**src/rtl/seven_seg_scanner.sv**
```systemverilog
`default_nettype none
// ============================================================================
// Module   : seven_seg_scanner
// Brief    : 4-digit common-anode seven-segment scan driver with frame-aligned
//            value update and optional leading-zero blanking.
// Revision : 1.0
// ============================================================================
module seven_seg_scanner #(
    parameter int CLK_DIV = 50000
) (
    input  logic        clk,
    input  logic        reset,
    input  logic [15:0] value,
    input  logic        load,
    input  logic        enable,
    input  logic        lz_blank,
    output logic [3:0]  digit,
    output logic [3:0]  anode,
    output logic        frame_done
);

    localparam int              c_CNT_W   = (CLK_DIV > 1) ? $clog2(CLK_DIV) : 1;
    localparam logic [c_CNT_W-1:0] c_CNT_MAX = c_CNT_W'(CLK_DIV - 1);

    logic [c_CNT_W-1:0] r_cnt;
    logic [1:0]         r_idx;
    logic [15:0]        r_shown;
    logic [15:0]        r_pending;
    logic               r_pending_valid;
    logic [3:0]         r_digit;
    logic [3:0]         r_anode;
    logic               r_frame_done;

    logic               w_tick;
    logic               w_wrap;
    logic               w_commit;
    logic [3:0]         w_nibble;
    logic               w_blank;
    logic [3:0]         w_anode;

    assign w_tick   = enable && (r_cnt == c_CNT_MAX);
    assign w_wrap   = w_tick && (r_idx == 2'd3);
    // While dark nothing is lit, so staged values may commit immediately.
    assign w_commit = w_wrap || !enable;

    always_comb begin
        w_nibble = r_shown[3:0];
        w_blank  = 1'b0;
        case (r_idx)
            2'd0: begin
                w_nibble = r_shown[3:0];
                w_blank  = 1'b0;
            end
            2'd1: begin
                w_nibble = r_shown[7:4];
                w_blank  = (r_shown[15:4] == 12'h000);
            end
            2'd2: begin
                w_nibble = r_shown[11:8];
                w_blank  = (r_shown[15:8] == 8'h00);
            end
            default: begin
                w_nibble = r_shown[15:12];
                w_blank  = (r_shown[15:12] == 4'h0);
            end
        endcase
    end

    always_comb begin
        w_anode = 4'b1111;
        if (enable && !(lz_blank && w_blank)) begin
            w_anode = ~(4'b0001 << r_idx);
        end
    end

    // Prescaler and digit index
    always_ff @(posedge clk) begin
        if (reset) begin
            r_cnt <= '0;
            r_idx <= 2'd0;
        end else if (!enable) begin
            r_cnt <= '0;
            r_idx <= 2'd0;
        end else if (w_tick) begin
            r_cnt <= '0;
            r_idx <= r_idx + 2'd1;
        end else begin
            r_cnt <= r_cnt + c_CNT_W'(1);
        end
    end

    // Staging register; a load on the commit edge bypasses straight to shown.
    always_ff @(posedge clk) begin
        if (reset) begin
            r_shown         <= 16'h0000;
            r_pending       <= 16'h0000;
            r_pending_valid <= 1'b0;
        end else begin
            if (load) begin
                r_pending <= value;
            end
            if (w_commit) begin
                r_pending_valid <= 1'b0;
                if (load) begin
                    r_shown <= value;
                end else if (r_pending_valid) begin
                    r_shown <= r_pending;
                end
            end else if (load) begin
                r_pending_valid <= 1'b1;
            end
        end
    end

    always_ff @(posedge clk) begin
        if (reset) begin
            r_digit      <= 4'h0;
            r_anode      <= 4'b1111;
            r_frame_done <= 1'b0;
        end else begin
            r_digit      <= w_nibble;
            r_anode      <= w_anode;
            r_frame_done <= w_wrap;
        end
    end

    assign digit      = r_digit;
    assign anode      = r_anode;
    assign frame_done = r_frame_done;

endmodule
`default_nettype wire

```
**config.mk**
```make
export PLATFORM = sky130hd
export DESIGN_NAME = seven_seg_scanner
export DESIGN_NICKNAME = d
export VERILOG_FILES = /design/src/rtl/seven_seg_scanner.sv
export SDC_FILE = /design/constraint.sdc
export NUM_CORES = 1
export LEC_CHECK = 0
export ABC_AREA = 0
export CAP_MARGIN = 20
export CORE_MARGIN = 4
export CORE_UTILIZATION = 50
export CTS_CLUSTER_SIZE = 14
export DETAILED_ROUTE_END_ITERATION = 7
export PLACE_DENSITY_LB_ADDON = 0.12
export SLEW_MARGIN = 10
export SYNTH_ARGS = -nofsm -noshare
export SYNTH_HDL_FRONTEND = slang
export SYNTH_SLANG_ARGS = --single-unit
```
**constraint.sdc**
```tcl
create_clock -name clk -period 5.8 [get_ports clk]
set_input_delay 0.58 -clock clk [delete_from_list [all_inputs] [get_ports clk]]
set_output_delay 0.58 -clock clk [all_outputs]
set_load 0.02 [all_outputs]
```
==> impl_metrics.json <==
{
  "std_cell_rows": 24,
  "synthAdderAreaFrac_pct": 3.21,
  "pin_count": 30,
  "comb_power_share_pct": 6.6,
  "synth_edf_count": 0,
  "cts.sinks": 60,
  "share_seq_of_total_power_pct": 50.4,
  "die_area_um2": 5840,
  "coreArea_um2": 4440,
  "utilization_pct": 64.2,
  "drt_wl_total_mm": 4.34,
  "worstMarginPinSlew_ps": 1010,
  "antenna_found_initial": 0,
  "final_cells": 318,
  "synth-simple-area-share_pct": 18.8,
  "numCtsBuffers": 9,
  "timing.final.ws_setup_ps": 3060,
  "syn-instance-count": 229,
  "dp.cells": 302,
  "portBuffers": 29,
  "ys_ff_latch": 60,
  "yosys.area_share.xor_xnor_pct": 5.24,
  "clockBufferDepth": 2,
  "swShare_pct": 21.3,
  "rsz0062_at_grt": "no",
  "syn-num-nets": 256,
  "synthDistinctLibCells": 31,
  "synth_compound_area_share_pct": 11.9,
  "wl_per_cell_um": 13.7,
  "synth_top_family_by_area": "simple AND/OR/NAND/NOR gates",
  "clk_pin_slew_ps": 60,
  "clk_latency_ps": 320,
  "min_period_ps": 2740,
  "dpl_cell_area_um2": 2650,
  "fin_nets": 288,
  "p_leak_nw": 1.08,
  "finalSetupTns_ps": 0,
  "finalHoldViolCount": 0,
  "ir_worst_vdd_v": 0.000231,
  "worstSetupPathType": "in -> reg",
  "antennaDiodeCount": 0,
  "die_w_um": 76.4,
  "final-setup-viol-count": 0,
  "dr_total_vias": 1697,
  "syn_area_um2": 2340,
  "dr.first_iter.drc_count": 112,
  "cts_max_level": 3,
  "place_ws_ps": 2680,
  "avgSynthCellArea_um2": 10.2,
  "ant_nets": 0,
  "path_max_fanout": 17,
  "run_status": "complete, no violations",
  "worst_setup_path_start_kind": "input pin",
  "synthFlopType": "dfxtp_1",
  "grt_max_degree": 25,
  "start_util_pct": 52.7,
  "ys_warn_count": 0,
  "cts_root_buf": "clkbuf_8",
  "final_area_um2": 2860,
  "skew_ps": 5.93,
  "area_growth_pct": 21.9,
  "post_drt_via_cell_ratio": 5.34,
  "drive_above_1_share_pct": 7.89,
  "grt_pass1_vias": 1618,
  "dp_hpwl_mm": 2.99,
  "relSlewSlack_pct": 32.6,
  "cp_data_required_time_ps": 6070,
  "yosysSeqAreaShare_pct": 51.3,
  "p_switching_mw": 0.183,
  "cap_violations": 0,
  "max_clock_freq_mhz": 365,
  "slew_viol_final": 0,
  "async_reset_ff_share_pct": 0,
  "gp_congestion": 0.765,
  "cts_setup_buffers": 0,
  "grt_pass1_wl_mm": 7.47,
  "die_h_um": 76.4,
  "p_per_area_nw_per_um2": 300,
  "worstHoldPathType": "reg -> reg",
  "cp.arrival_ps": 3010,
  "p_clk_share_pct": 42.9,
  "grt_overflow": 0,
  "endpoint_kind": "register",
  "cts_tree": "yes",
  "cts_resized": 0,
  "hold_buffers": 0,
  "synth_mux_area_share_pct": 6.84,
  "grt.total_usage_pct": 16.0,
  "dr.pass1.iters": 4,
  "drc_errors": 0,
  "period_share_pct": 47.2,
  "p_int_mw": 0.675
}
[through the flow]
step	power [mW]	hold slack [ps]
finish	0.858	461
global route	0.895	489
CTS	0.869	469
detailed placement	0.499	453
global placement	0.498	445
floorplan	0.476	430
[cells in the final DEF, fill, tap and decap left out, drive strengths merged, types with 7 or more instances in the layout]
cell	n
dfxtp	60
nor2	47
clkdlybuf4s50	29
mux2i	16
a22o	16
xnor2	13
nand3	11
clkbuf	11
nor4	8
a21oi	7
[final cells by class]
| cell class | instances | area (µm²) |
|---|---|---|
| Fill cell | 366 | 1590 |
| Multi-Input combinational cell | 155 | 1070 |
| Clock buffer | 11 | 151 |
| Inverter | 6 | 22.5 |
| Sequential cell | 60 | 1200 |
| Tap cell | 52 | 65.1 |
| Clock inverter | 5 | 50.0 |
| Timing Repair Buffer | 29 | 290 |
[synthesized netlist by cell type, drive strengths merged (2+ instances only)]
library cell,count,area share [%]
mux2i,16,6.8
ha,6,3.2
a21o,3,0.96
nor2,47,7.5
a222oi,4,1.7
clkbuf,4,0.64
nand4,4,1.1
nor3,4,1.3
xnor2,13,4.9
a22o,16,6.0
buf,4,1.2
nor4,8,2.8
nor2b,2,0.53
a21oi,7,1.5
inv,6,0.96
nand3b,4,1.3
dfxtp,60,51
nand3,11,2.4
nand2,2,0.32
[cell families after synthesis]
family,count (synthesis)
XOR/XNOR,14
multiplexers,16
flip-flops,60
buffers and inverters,14
AND/OR/NAND/NOR,86
AO/OA/AOI/OAI,33
adder cells (fa/ha/maj),6
[layer usage]
layer  track usage [%]  wire, µm
met1              19.4      2090
met3              5.67       208
met5                 0         0
met2              25.0      1970
met4              7.61        75
[power groups by stage]
stage | clock network, mW | logic [mW] | registers, mW
after floorplan | 0 | 0.0345 | 0.441
after global placement | 0 | 0.0567 | 0.441
after detailed placement | 0 | 0.0575 | 0.442
after CTS | 0.379 | 0.0578 | 0.432
after global routing | 0.397 | 0.0633 | 0.434
final | 0.368 | 0.0569 | 0.433
[final timing paths]
check                              start          to  slack (ps)  cells after the start
worst min register to register  r_cnt[0]    r_cnt[0]         460                      1
worst max register to register  r_cnt[0]  r_shown[4]        3670                      5
worst max-delay path                load  r_shown[4]        3060                      5
worst min-delay path            r_cnt[0]    r_cnt[0]         460                      1
[flip-flops by register name (all words and copies together) (netlist names)]
| signal | flops |
|---|---|
| r_cnt | 16 |
| digit | 4 |
| r_idx | 2 |
| anode | 4 |
| r_pending_valid | 1 |
| frame_done | 1 |
| r_pending | 16 |
| r_shown | 16 |
[critical path, stage by stage]
cell and delay, ps:
clkdlybuf4s50_1 930, nor2_1 390, nor2b_1 130, a311oi_4 710, a22o_1 250
Power figures use the tool's default switching activity.
